[src/rtl/mem_arb_pkg.sv]
// Shared types for the two-port memory arbiter: FSM states, port ids and
// the default instruction-port starvation limit.
package mem_arb_pkg;

  typedef enum logic [1:0] {
    IDLE   = 2'd0,
    ACCESS = 2'd1,
    RESP   = 2'd2
  } state_e;

  typedef enum logic {
    PORT_I = 1'b0,
    PORT_D = 1'b1
  } port_e;

  localparam int STARVE_LIMIT_DEFAULT = 4;

endpackage

[src/rtl/mem_arb_perf.sv]
// Wrapping 32-bit grant and conflict counters for the memory arbiter.
// Only instantiated when ARB_PERF_CNT_EN is defined.
module mem_arb_perf (
  input  logic        clk,
  input  logic        reset,
  input  logic        arb_fire,
  input  logic        grant_i,
  input  logic        conflict,
  output logic [31:0] cnt_i_grant,
  output logic [31:0] cnt_d_grant,
  output logic [31:0] cnt_conflict
);

  logic [31:0] cnt_i_grant_q, cnt_i_grant_d;
  logic [31:0] cnt_d_grant_q, cnt_d_grant_d;
  logic [31:0] cnt_conflict_q, cnt_conflict_d;

  always_comb begin
    cnt_i_grant_d  = cnt_i_grant_q;
    cnt_d_grant_d  = cnt_d_grant_q;
    cnt_conflict_d = cnt_conflict_q;
    if (arb_fire) begin
      if (grant_i) cnt_i_grant_d = cnt_i_grant_q + 32'd1;
      else         cnt_d_grant_d = cnt_d_grant_q + 32'd1;
      if (conflict) cnt_conflict_d = cnt_conflict_q + 32'd1;
    end
  end

  always_ff @(posedge clk) begin
    if (reset) begin
      cnt_i_grant_q  <= '0;
      cnt_d_grant_q  <= '0;
      cnt_conflict_q <= '0;
    end else begin
      cnt_i_grant_q  <= cnt_i_grant_d;
      cnt_d_grant_q  <= cnt_d_grant_d;
      cnt_conflict_q <= cnt_conflict_d;
    end
  end

  assign cnt_i_grant  = cnt_i_grant_q;
  assign cnt_d_grant  = cnt_d_grant_q;
  assign cnt_conflict = cnt_conflict_q;

endmodule

[src/rtl/mem_port_arbiter.sv]
// Instruction/data port arbiter in front of one single-port memory; data wins
// unless the instruction port has lost STARVE_LIMIT times. ARB_PERF_CNT_EN adds counters.
module mem_port_arbiter
  import mem_arb_pkg::*;
#(
  parameter int STARVE_LIMIT = STARVE_LIMIT_DEFAULT
) (
  input  logic        clk,
  input  logic        reset,
  input  logic        i_req,
  input  logic [31:0] i_addr,
  output logic        i_ack,
  output logic [31:0] i_rdata,
  input  logic        d_req,
  input  logic        d_we,
  input  logic [31:0] d_addr,
  input  logic [31:0] d_wdata,
  output logic        d_ack,
  output logic [31:0] d_rdata,
  output logic        mem_read,
  output logic        mem_write,
  output logic [31:0] mem_addr,
  output logic [31:0] mem_wdata,
  input  logic [31:0] mem_rdata,
  output logic        busy
`ifdef ARB_PERF_CNT_EN
  ,
  output logic [31:0] cnt_i_grant,
  output logic [31:0] cnt_d_grant,
  output logic [31:0] cnt_conflict
`endif
);

  localparam int WAIT_W = (STARVE_LIMIT < 1) ? 1 : $clog2(STARVE_LIMIT + 1);
  localparam logic [WAIT_W-1:0] WAIT_MAX = WAIT_W'(STARVE_LIMIT);

  function automatic logic [WAIT_W-1:0] sat_inc(input logic [WAIT_W-1:0] v);
    return (v >= WAIT_MAX) ? WAIT_MAX : v + 1'b1;
  endfunction

  state_e      state_q, state_d;
  port_e       win_q, win_d;
  logic [31:0] addr_q, addr_d;
  logic        we_q, we_d;
  logic [31:0] wdata_q, wdata_d;
  logic [WAIT_W-1:0] i_wait_q, i_wait_d;
  logic [31:0] rdata_q, rdata_d;
  logic        i_ack_q, i_ack_d;
  logic        d_ack_q, d_ack_d;
  logic [31:0] i_rdata_q, i_rdata_d;
  logic [31:0] d_rdata_q, d_rdata_d;

  logic any_req;
  logic i_wins;
  logic arb_fire;

  assign any_req  = i_req | d_req;
  assign i_wins   = i_req & (~d_req | (i_wait_q == WAIT_MAX));
  assign arb_fire = (state_q == IDLE) & any_req;

  always_ff @(posedge clk) begin
    if (reset) begin
      state_q   <= IDLE;
      win_q     <= PORT_I;
      addr_q    <= '0;
      we_q      <= 1'b0;
      wdata_q   <= '0;
      i_wait_q  <= '0;
      rdata_q   <= '0;
      i_ack_q   <= 1'b0;
      d_ack_q   <= 1'b0;
      i_rdata_q <= '0;
      d_rdata_q <= '0;
    end else begin
      state_q   <= state_d;
      win_q     <= win_d;
      addr_q    <= addr_d;
      we_q      <= we_d;
      wdata_q   <= wdata_d;
      i_wait_q  <= i_wait_d;
      rdata_q   <= rdata_d;
      i_ack_q   <= i_ack_d;
      d_ack_q   <= d_ack_d;
      i_rdata_q <= i_rdata_d;
      d_rdata_q <= d_rdata_d;
    end
  end

  always_comb begin
    state_d = state_q;
    case (state_q)
      IDLE:    if (any_req) state_d = ACCESS;
      ACCESS:  state_d = RESP;
      RESP:    state_d = IDLE;
      default: state_d = IDLE;
    endcase
  end

  // Acks and rdata are registered on the RESP->IDLE edge, so a reset in RESP swallows the ack.
  always_comb begin
    win_d     = win_q;
    addr_d    = addr_q;
    we_d      = we_q;
    wdata_d   = wdata_q;
    i_wait_d  = i_wait_q;
    rdata_d   = rdata_q;
    i_ack_d   = 1'b0;
    d_ack_d   = 1'b0;
    i_rdata_d = i_rdata_q;
    d_rdata_d = d_rdata_q;
    if (arb_fire) begin
      win_d   = i_wins ? PORT_I : PORT_D;
      addr_d  = i_wins ? i_addr : d_addr;
      we_d    = ~i_wins & d_we;
      wdata_d = i_wins ? 32'd0 : d_wdata;
      if (i_wins)     i_wait_d = '0;
      else if (i_req) i_wait_d = sat_inc(i_wait_q);
    end
    if (state_q == ACCESS) rdata_d = we_q ? 32'd0 : mem_rdata;
    if (state_q == RESP) begin
      if (win_q == PORT_I) begin
        i_ack_d   = 1'b1;
        i_rdata_d = rdata_q;
      end else begin
        d_ack_d   = 1'b1;
        d_rdata_d = rdata_q;
      end
    end
  end

  always_comb begin
    busy      = (state_q != IDLE);
    mem_read  = 1'b0;
    mem_write = 1'b0;
    mem_addr  = '0;
    mem_wdata = '0;
    if (state_q == ACCESS) begin
      mem_read  = ~we_q;
      mem_write = we_q;
      mem_addr  = addr_q;
      mem_wdata = wdata_q;
    end
  end

  assign i_ack   = i_ack_q;
  assign d_ack   = d_ack_q;
  assign i_rdata = i_rdata_q;
  assign d_rdata = d_rdata_q;

`ifdef ARB_PERF_CNT_EN
  logic conflict;
  assign conflict = arb_fire & i_req & d_req;

  mem_arb_perf u_perf (
    .clk          (clk),
    .reset        (reset),
    .arb_fire     (arb_fire),
    .grant_i      (i_wins),
    .conflict     (conflict),
    .cnt_i_grant  (cnt_i_grant),
    .cnt_d_grant  (cnt_d_grant),
    .cnt_conflict (cnt_conflict)
  );
`endif

endmodule

[config.mk]
export PLATFORM = sky130hd
export DESIGN_NAME = mem_port_arbiter
export DESIGN_NICKNAME = d
export VERILOG_FILES = /design/src/rtl/mem_arb_pkg.sv /design/src/rtl/mem_arb_perf.sv /design/src/rtl/mem_port_arbiter.sv
export SDC_FILE = /design/constraint.sdc
export NUM_CORES = 1
export LEC_CHECK = 0
export ABC_AREA = 1
export BUFFER_PORTS_ARGS = -buffer_cell sky130_fd_sc_hd__buf_2
export CELL_PAD_IN_SITES_DETAIL_PLACEMENT = 1
export CELL_PAD_IN_SITES_GLOBAL_PLACEMENT = 1
export CORE_MARGIN = 2
export CORE_UTILIZATION = 34
export CTS_CLUSTER_DIAMETER = 80
export CTS_CLUSTER_SIZE = 28
export DETAILED_ROUTE_END_ITERATION = 8
export PLACE_DENSITY_LB_ADDON = 0.1
export SYNTH_ARGS = -nofsm -noshare
export SYNTH_HDL_FRONTEND = slang
export SYNTH_SLANG_ARGS = --single-unit
[constraint.sdc]
create_clock -name clk -period 1.5 [get_ports clk]
set_input_delay 0.15 -clock clk [delete_from_list [all_inputs] [get_ports clk]]
set_output_delay 0.15 -clock clk [all_outputs]
set_load 0.01 [all_outputs]
==> results.ini, run 1 <==
[status]
outcome=finished, violations left
violations=setup timing

[floorplanning]
ios=266
die_height_um=149
num_rows=52
die_w_um=149
core_area_sq_mm=0.0204
die-area_sq_mm=0.0222
start_util_pct=34.9

[min_path]
hold_class=in2reg
hp-start=d_wdata[7]
hold_depth=3
hold_end=wdata_q[7]$_SDFFE_PP0P_

[final_layout]
finalNonFillerCells=1626
seqCellArea_sq_mm=0.00339
finalNetCount=1474
final_area_sq_mm=0.0109
syn2layout_area_growth_pct=52.9
layout-drive-gt1-share_pct=29.3
multi_input_area_sq_mm=0.00307
fillers=2590

[place]
dpl_cell_area_sq_mm=0.00875
place_ws_ns=0.0615
port-buffer-count=265
gp_congestion=0.791
hpwlAfterDp_mm=14.3
placed_cells=1505

[timing]
report.final.slew_viol_count=0
finalHoldWorstSlack_ns=0.0267
rsz0062_at_grt=true
max_freq_ghz=0.637
skew_ns=0.0153
final_hold_viol_count=0
slew_headroom_pct=71.5
layout_min_cycle_time_ns=1.57
min_period_over_period_pct=105
worstMarginPinSlew_ns=0.428
fin_ws_ns=-0.0693
setup_viol=56

[synthesis]
synth_top_cell_by_area=dfxtp_1
netlist_instances=1028
syn_area_sq_mm=0.00713
synthesis.nets=1163
ys_ff_latch=169
synth.avg_cell_area_sq_um=6.94
yosysTopAreaCellShare_pct=47.4
ys_types=17
synth-seq-area-share_pct=47.4
yosysWarningCount=0
synth_area_leaders=dfxtp_1 47%, a21oi_1 12%, inv_1 8.7%

[global_route]
grt_pass1_wl_mm=37.9
grt_max_degree=100
grt_pass1_vias=7609
grt-ovfl-total=0
grt_usage_pct=21.3
antenna_found_initial=4

[pwr]
p_leak_nw=4.88
irDropWorstVdd_mv=0.744
power.density_mw_per_mm2=1090

[detailed_routing]
drt-pass1-iter-count=4
drt_iter0_markers=253
route.detailed.drc=0
wire_per_inst_um=15.8
drt-total-wl_mm=25.6
ant_nets=0
via_per_inst=4.68
vias=7603

[cts]
numCtsBuffers=17
cts_buffer_depth=2
clk_latency_ns=0.43
path_clk_slew_ns=0.07
htree_levels=4
clkSinkCount=169
cts_tree=built
clockRootBuffer=clkbuf_16

[setup_path]
critPathCaptureType=output port
crit_required_ns=1.35
crit_type=reg2out
timing.rr.end=wdata_q[2]$_SDFFE_PP0P_
worstPathArrival_ns=1.42
startpoint=state_q[1]$_SDFFE_PP0P_
r2r_slack_ns=-0.01
worst_setup_path_start_kind=flop
reg2reg_depth=8
rr_startpoint=state_q[1]$_SDFFE_PP0P_
path_max_fanout=7

[job]
drv_cap=0

==> sequential cells by signal, summed over array words and instances (netlist names) <==
name / count
addr_q: 32
d_ack: 1
d_rdata: 32
i_ack: 1
i_rdata: 32
i_wait_q: 3
rdata_q: 32
state_q: 2
wdata_q: 32
we_q: 1
win_q: 1
==> metrics by stage <==
step / setup TNS [ns] / utilization [%] / total power [W]
detailed placement: 0 / 42.8 / 0.00668
global route: -5.83 / 53.4 / 0.0124
finish: -1.47 / 53.4 / 0.0119
CTS: -2.19 / 50.2 / 0.0117
global placement: 0 / 42.8 / 0.00664
floorplan: 0 / - / 0.00601
==> cells in the mapped netlist, drive strengths merged <==
cell and instances:
dfxtp 169, inv 169, a21oi 164, nand2 143, nor2 139, o21ai 96
nand3 69, buf 51, clkbuf 25, ha 2, nand3b 1
==> layout by cell type (no fill, tap or decap), drive strengths merged, types with 3 or more instances in the layout <==
cell           n
bufinv         3
o21ai         96
clkbuf        24
buf          296
inv          176
dlygate4sd3   64
diode          4
nand3         69
clkinv         3
nand2        144
nor2         139
a21oi        164
dfxtp        169
==> kinds of logic after synthesis <==
logic type / after synthesis / share of synthesized area [%]
flip-flops: 169 / 47.4
buffers and inverters: 245 / 13.9
AND/OR/NAND/NOR: 352 / 20.0
AO/OA/AOI/OAI: 260 / 18.2
adder cells (fa/ha/maj): 2 / 0.351
==> worst max-delay path, cell delays in order, from the launching register on <==
cell       delay [ns]
dfxtp_4          0.37
inv_8            0.07
nand2_8          0.11
clkbuf_16        0.21
nor2_2           0.10
buf_2            0.14
==> worst max-delay path by stage <==
| stage | to | slack [ns] |
|---|---|---|
| after global placement | wdata_q[23]$_SDFFE_PP0P_ | 0.14 |
| after CTS | mem_addr[6] | -0.07 |
| after global routing | mem_addr[21] | -0.13 |
| after detailed placement | wdata_q[20]$_SDFFE_PP0P_ | 0.06 |
| after floorplan | addr_q[10]$_SDFFE_PP0P_ | 0.20 |
| final | mem_addr[21] | -0.07 |
==> report_power, final <==
group	internal, W	total [W]	switching [W]	leakage [nW]
Clock	0.00271	0.00471	0.00199	0.306
Combinational	0.000988	0.00221	0.00122	3.19
Sequential	0.00478	0.00495	0.000166	1.38
Total	0.00849	0.0119	0.00338	4.88
==> per-layer routing <==
layer | wire, um | vias to the layer above | track usage, % | share of wire, %
met5 | 11 | - | 0 | 0.043
met2 | 12500 | 204 | 37.0 | 49
met4 | 575 | 2 | 6.90 | 2.2
li1 | - | 3832 | - | -
met1 | 11200 | 3525 | 26.2 | 44
met3 | 1400 | 40 | 5.02 | 5.5
==> cell type report <==
class,count,share of cell area (%)
sequential,169,31.1
multi-input combinational,615,28.2
timing repair buffer,367,25.9
inverter,169,5.89
clock buffer,18,4.03
tap,270,3.10
clock inverter,14,1.68
antenna,4,0.0918
==> what timing repair did <==
action,4_1_cts,5_1_grt
setup endpoints to repair,60,136
pin swaps,2,9
hold buffers,64,0
gates cloned,4,9
gates resized for setup,33,105
buffers inserted,5,3
hold endpoints to repair,64,0
Note: power is estimated with default switching activity, not from simulation.
==> run 2: changes to the inputs <==
--- a/config.mk
+++ b/config.mk
@@ -5,15 +5,15 @@
 export SDC_FILE = /design/constraint.sdc
 export NUM_CORES = 1
 export LEC_CHECK = 0
-export ABC_AREA = 1
 export BUFFER_PORTS_ARGS = -buffer_cell sky130_fd_sc_hd__buf_2
 export CELL_PAD_IN_SITES_DETAIL_PLACEMENT = 1
 export CELL_PAD_IN_SITES_GLOBAL_PLACEMENT = 1
 export CORE_MARGIN = 2
-export CORE_UTILIZATION = 34
-export CTS_CLUSTER_DIAMETER = 80
+export CORE_UTILIZATION = 35
+export CTS_CLUSTER_DIAMETER = 40
 export CTS_CLUSTER_SIZE = 28
 export DETAILED_ROUTE_END_ITERATION = 8
+export GPL_TIMING_DRIVEN = 0
 export PLACE_DENSITY_LB_ADDON = 0.1
 export SYNTH_ARGS = -nofsm -noshare
 export SYNTH_HDL_FRONTEND = slang
==> results.ini, run 2 <==
[global_route]
grt_pass1_wl_mm=42.2  ; +11%
grt_pass1_vias=7986  ; +5.0%
grt_usage_pct=24.3  ; +2.9 points
grt_max_degree=19  ; -81%
grt-ovfl-total=0  ; unchanged
antenna_found_initial=3  ; -1

[cts]
cts_buffer_depth=2  ; unchanged
clkSinkCount=169  ; unchanged
htree_levels=4  ; unchanged
clockRootBuffer=clkbuf_16
cts_tree=built
path_clk_slew_ns=0.08  ; about the same
numCtsBuffers=17  ; unchanged
clk_latency_ns=0.43  ; about the same

[synthesis]
yosys.area_share.simple_pct=21.4  ; +1.3 points
synth-seq-area-share_pct=47.2  ; -0.27 points
yosysWarningCount=0  ; unchanged
syn_area_sq_mm=0.00717  ; +0.58%
synthesis.nets=1016  ; -13%
muxShareOfSynthArea_pct=0  ; unchanged
synth_compound_area_share_pct=24.7  ; +6.4 points
async_flop_share_pct=0  ; unchanged
synth_top_flop_cell=dfxtp_1
synth.avg_cell_area_sq_um=8.14  ; +17%
synth_top_cell_by_area=dfxtp_1
netlist_instances=881  ; -14%
synthTopCellsByCount=169 x dfxtp_1, 164 x a21oi_1, 161 x nand2_1, 67 x o21ai_0, 65 x and2_1
yosysTopAreaCellShare_pct=47.2  ; -0.27 points
synth_fa_ha_area_share_pct=0.349  ; -0.0020 points
synth_area_leaders=dfxtp_1 47%, a21oi_1 11%, nand2_1 8.4%
ys_types=31  ; +14
yosys.area_share.xor_xnor_pct=0  ; unchanged
synth_edf_count=0  ; unchanged
synth_most_common_cell=dfxtp_1
synth_top_family_by_area=compound AO/OA/AOI/OAI gates
ys_ff_latch=169  ; unchanged

[pwr]
pwr-share-seq_pct=42.2  ; +0.5 points
irDropWorstVdd_mv=0.820  ; +10%
p_total_w=0.0115  ; -2.8%
power_switching_share_pct=29.9  ; +1.4 points
switchingPower_w=0.00345  ; +2.1%
power.density_mw_per_mm2=978  ; -10%
clock_power_share_pct=38.0  ; -1.7 points
p_leak_nw=4.80  ; -1.8%
power.internal_w=0.00808  ; -4.8%
combPwrFrac_pct=19.9  ; +1.3 points

[place]
hpwlAfterDp_mm=18.6  ; +30%
gp_congestion=0.778  ; -1.6%
placed_cells=1415  ; -6.0%
dpl_cell_area_sq_mm=0.00883  ; +0.99%
port-buffer-count=264  ; -0.38%

[timing]
slew_headroom_pct=52.4  ; -19 points
min_period_over_period_pct=120  ; +15 points
rsz0062_at_grt=true
final_hold_viol_count=2  ; +2
setup_viol=164  ; +190%
fin_ws_ns=-0.296  ; -0.227 ns
max_freq_ghz=0.557  ; -13%
layout_min_cycle_time_ns=1.80  ; +0.227 ns
finalHoldWorstSlack_ns=-0.00378  ; -0.0304 ns
report.final.slew_viol_count=0  ; unchanged
worstMarginPinSlew_ns=0.714  ; +0.287 ns
skew_ns=0.0183  ; +0.00306 ns

[setup_path]
crit_type=reg2out
timing.rr.end=i_rdata[15]$_SDFFE_PP0P_
worst_setup_path_start_kind=flop
path_max_fanout=7  ; unchanged
worstPathArrival_ns=1.65  ; +0.23 ns
r2r_slack_ns=-0.20  ; -0.19 ns
rr_startpoint=state_q[0]$_SDFFE_PP0P_
critPathCaptureType=output port
reg2reg_depth=8  ; unchanged
crit_required_ns=1.35  ; about the same

[floorplanning]
die-area_sq_mm=0.0217  ; -2.2%
start_util_pct=35.6  ; +0.66 points
die_height_um=147  ; -1.1%
core_area_sq_mm=0.0202  ; -1.3%
ios=266  ; unchanged
die_w_um=147  ; -1.1%
num_rows=52  ; unchanged

[detailed_routing]
drt-total-wl_mm=29.3  ; +15%
drt-pass1-iter-count=4  ; unchanged
via_per_inst=5.23  ; +12%
vias=8074  ; +6.2%
ant_nets=0  ; unchanged
wire_per_inst_um=19.0  ; +21%
route.detailed.drc=0  ; unchanged
drt_iter0_markers=261  ; +3.2%

[final_layout]
finalNetCount=1394  ; -5.4%
finalNonFillerCells=1543  ; -5.1%
syn2layout_area_growth_pct=64.3
final_common_cell=buf_2
final_area_sq_mm=0.0118  ; +8.1%
layout-drive-gt1-share_pct=43.5  ; +14 points
mostFrequentLayoutCells=239 x buf_2, 164 x dfxtp_1, 135 x a21oi_1, 128 x nand2_1, 66 x buf_6

[status]
outcome=finished, violations left
violations=hold timing, setup timing

[min_path]
hold_class=in2reg
hp-start=d_wdata[19]
hold_end=wdata_q[19]$_SDFFE_PP0P_
hold_depth=3  ; unchanged

[job]
drv_cap=0  ; unchanged

[run 2: cell families (layout without fill, tap and decap cells)]
logic type | Yosys count | in the layout
AO/OA/AOI/OAI | 301 | 301
adder cells (fa/ha/maj) | 2 | 2
buffers and inverters | 101 | 492
flip-flops | 169 | 169
other | 0 | 1
AND/OR/NAND/NOR | 308 | 308
[run 2: power groups by stage]
stage / clock network, W / logic, W / registers (W)
2_1_floorplan: 0 / 0.000832 / 0.00491
3_3_place_gp: 0 / 0.00138 / 0.00493
3_5_place_dp: 0 / 0.00140 / 0.00494
4_1_cts: 0.00441 / 0.00178 / 0.00484
5_1_grt: 0.00465 / 0.00245 / 0.00489
6_report: 0.00437 / 0.00229 / 0.00486
[run 2: worst max path at each step]
stage,startpoint,endpoint,cells after the start
after global placement,reset,d_rdata[4]$_SDFFE_PP0P_,4
after CTS,state_q[0]$_SDFFE_PP0P_,mem_addr[20],6
after detailed placement,reset,d_rdata[3]$_SDFFE_PP0P_,4
after floorplan,i_wait_q[0]$_SDFFE_PP0P_,i_wait_q[2]$_SDFFE_PP0P_,6
after global routing,state_q[0]$_SDFFE_PP0P_,mem_addr[0],6
final,state_q[0]$_SDFFE_PP0P_,mem_wdata[30],6
[run 2: what timing repair did]
action,in CTS,in global routing
buffers inserted,18,23
gates cloned,3,13
resized for setup,145,264
endpoints found under the hold margin,42,1
setup endpoints to repair,139,181
hold buffers,42,1
pin swaps,36,58
[run 2: critical path, stage by stage, from the launching register on]
cell and delay (ns):
dfxtp_4 0.35, nor2b_4 0.15, buf_6 0.15, buf_12 0.16, clkbuf_16 0.16, and2_4 0.15, buf_6 0.09
[run 2: cell type report]
class / count / area, sq um
Sequential cell: 169 / 3390
Fill cell: 2416 / 8380
Inverter: 4 / 22.5
Buffer: 93 / 783
Multi-Input combinational cell: 611 / 4020
Tap cell: 270 / 338
Clock inverter: 15 / 153
Antenna cell: 1 / 2.50
Timing Repair Buffer: 363 / 2650
Clock buffer: 17 / 425
[run 2: layer usage]
layer	vias to the layer above	GRT usage, %	routed length (um)
met5	-	0	11
met4	2	7.26	562
met3	46	5.19	1490
met2	230	43.2	15300
met1	3936	29.4	12000
li1	3860	-	-
[run 2: metrics by stage]
step | hold WS [ns] | setup slack (ns) | setup TNS (ns) | utilization, %
4_1_cts | 0.000530 | -0.283 | -18.97 | 52.1
3_3_place_gp | 0.424 | -0.285 | -35.13 | 43.8
5_1_grt | -0.00231 | -0.342 | -34.90 | 58.4
3_5_place_dp | 0.430 | -0.311 | -39.54 | 43.8
6_report | -0.00378 | -0.296 | -26.27 | 58.4
2_1_floorplan | 0.314 | 0.111 | 0 | -
==> run 3: changes to the inputs <==
--- a/config.mk
+++ b/config.mk
@@ -5,14 +5,14 @@
 export SDC_FILE = /design/constraint.sdc
 export NUM_CORES = 1
 export LEC_CHECK = 0
-export BUFFER_PORTS_ARGS = -buffer_cell sky130_fd_sc_hd__buf_2
 export CELL_PAD_IN_SITES_DETAIL_PLACEMENT = 1
 export CELL_PAD_IN_SITES_GLOBAL_PLACEMENT = 1
 export CORE_MARGIN = 2
-export CORE_UTILIZATION = 35
+export CORE_UTILIZATION = 45
 export CTS_CLUSTER_DIAMETER = 40
 export CTS_CLUSTER_SIZE = 28
 export DETAILED_ROUTE_END_ITERATION = 8
+export DONT_BUFFER_PORTS = 1
 export GPL_TIMING_DRIVEN = 0
 export PLACE_DENSITY_LB_ADDON = 0.1
 export SYNTH_ARGS = -nofsm -noshare
==> results.ini, run 3 (synthesis gave the netlist of run 2 again) <==
[status]
outcome=finished, violations left
violations=setup timing

[detailed_routing]
ant_nets=0  ; unchanged
route.detailed.drc=0  ; unchanged
drt-total-wl_mm=42.4  ; +44%
drt-pass1-iter-count=8  ; +4
drt_iter0_markers=959  ; +270%
wire_per_inst_um=32.5  ; +71%
vias=8965  ; +11%
via_per_inst=6.88  ; +31%

[setup_path]
critPathCaptureType=flop
worst_setup_path_start_kind=flop
worstPathArrival_ns=2.49  ; +0.84 ns
path_max_fanout=18  ; +11
crit_required_ns=1.77  ; +0.42 ns
crit_type=reg2reg

[timing]
final_hold_viol_count=0  ; -2
fin_ws_ns=-0.724  ; -0.427 ns
layout_min_cycle_time_ns=2.22  ; +0.427 ns
worstMarginPinSlew_ns=0.984  ; +0.270 ns
slew_headroom_pct=34.4  ; -18 points
min_period_over_period_pct=148  ; +28 points
report.final.slew_viol_count=0  ; unchanged
skew_ns=0.0155  ; -0.00280 ns
max_freq_ghz=0.450  ; -19%
rsz0062_at_grt=true
setup_viol=169  ; +3.0%
finalSetupTns_ns=-29.41  ; -3.14 ns

[global_route]
grt-ovfl-total=0  ; unchanged
antenna_found_initial=4  ; +1
grt_pass1_vias=8119  ; +1.7%
grt_max_degree=17  ; -2
grt_pass1_wl_mm=44.4  ; +5.1%
grt_usage_pct=33.8  ; +9.6 points

[final_layout]
layout-drive-gt1-share_pct=26.4  ; -17 points
finalNonFillerCells=1303  ; -16%
fillers=1735  ; -28%
mostFrequentLayoutCells=163 x a21oi_1, 163 x dfxtp_1, 160 x nand2_1, 129 x dlygate4sd3_1, 62 x and2_4
finalNetCount=1199  ; -14%
syn2layout_area_growth_pct=50.4
final_area_sq_mm=0.0108  ; -8.4%

[pwr]
switchingPower_w=0.00382  ; +11%
p_leak_nw=3.77  ; -21%
power.internal_w=0.00812  ; +0.47%
p_total_w=0.0119  ; +3.6%
power_switching_share_pct=32.0  ; +2.1 points
irDropWorstVdd_mv=0.753  ; -8.2%
combPwrFrac_pct=20.1  ; +0.2 points
clock_power_share_pct=38.4  ; +0.4 points
pwr-share-seq_pct=41.5  ; -0.7 points
power.density_mw_per_mm2=1110  ; +13%

[place]
placed_cells=1097  ; -22%
gp_congestion=0.855  ; +9.9%
port-buffer-count=0  ; -100%
dpl_cell_area_sq_mm=0.00744  ; -16%
hpwlAfterDp_mm=17.3  ; -7.2%

[min_path]
hold_class=in2reg

[cts]
clk_latency_ns=0.46  ; +0.03 ns
numCtsBuffers=17  ; unchanged
path_clk_slew_ns=0.08  ; about the same
cts_tree=built
htree_levels=4  ; unchanged
clockRootBuffer=clkbuf_16
clkSinkCount=169  ; unchanged
cts_buffer_depth=2  ; unchanged

[floorplanning]
core_area_sq_mm=0.0157  ; -22%
die_w_um=130  ; -11%
num_rows=46  ; -12%
ios=266  ; unchanged
die_height_um=130  ; -11%
start_util_pct=45.7  ; +10 points
die-area_sq_mm=0.0170  ; -22%

[job]
drv_cap=0  ; unchanged

run 3: cell count changes in the layout (fill, tap and decap cells not counted), moves of 28 or more:
cell           delta
buf_2           -222
dlygate4sd3_1    +86
buf_6            -43
nand2_1          +32
a21oi_1          +28
a21oi_2          -28
run 3: worst paths after layout:
| kind | start | to | slack [ns] | cells after the start |
|---|---|---|---|---|
| max | state_q[0]$_SDFFE_PP0P_ | addr_q[2]$_SDFFE_PP0P_ | -0.72 | 6 |
| min | d_req | wdata_q[11]$_SDFFE_PP0P_ | 0.05 | 3 |
| max reg2reg | state_q[0]$_SDFFE_PP0P_ | addr_q[2]$_SDFFE_PP0P_ | -0.72 | 6 |
| min reg2reg | rdata_q[8]$_SDFFE_PP0N_ | i_rdata[8]$_SDFFE_PP0P_ | 0.47 | 2 |
run 3: final cells by class:
class | instances | area [sq um] | area share [%]
multi-input cells | 611 | 4000 | 37.1
flip-flops and latches | 169 | 3400 | 31.5
repair buffers | 170 | 1800 | 16.7
plain buffers | 91 | 711 | 6.59
clock buffers | 19 | 453 | 4.20
well taps | 216 | 270 | 2.50
clock inverters | 12 | 120 | 1.11
diodes | 11 | 27.5 | 0.255
inverters | 4 | 17.5 | 0.162
run 3: what timing repair did:
item	4_1_cts	5_1_grt
hold endpoints to repair	97	0
pin swaps	16	50
setup endpoints to repair	133	173
buffers inserted	14	19
resized for setup	130	224
cloned	2	8
hold buffers	129	0
run 3: layer usage:
layer / global-route usage [%] / part of all wire [%] / vias to the layer above
met5: 0 / 0.031 / -
met4: 17.9 / 9.8 / 2
met3: 8.41 / 11 / 346
met2: 60.9 / 45 / 866
met1: 36.6 / 33 / 4273
li1: - / - / 3478
run 3: critical path: stages (launching register included):
cell	delay [ns]
dfxtp_4	0.37
buf_4	0.15
nor2_4	0.23
buf_4	0.18
buf_12	0.15
a21oi_1	0.24
a311oi_2	0.71
run 3: stage by stage:
step | utilization, % | setup slack, ns | hold WS, ns
detailed placement | 47.4 | -0.286 | 0.322
global route | 68.6 | -0.694 | 0.0685
finish | 68.7 | -0.724 | 0.0525
global placement | 47.4 | -0.274 | 0.317
CTS | 62.4 | -0.210 | 0.0180
floorplan | - | 0.111 | 0.314
run 3: power groups by stage:
stage / clock network, W / registers (W) / logic (W)
after floorplan: 0 / 0.00491 / 0.000832
after global placement: 0 / 0.00494 / 0.00107
after detailed placement: 0 / 0.00496 / 0.00112
after CTS: 0.00435 / 0.00487 / 0.00161
after global routing: 0.00468 / 0.00496 / 0.00244
final: 0.00458 / 0.00496 / 0.00240
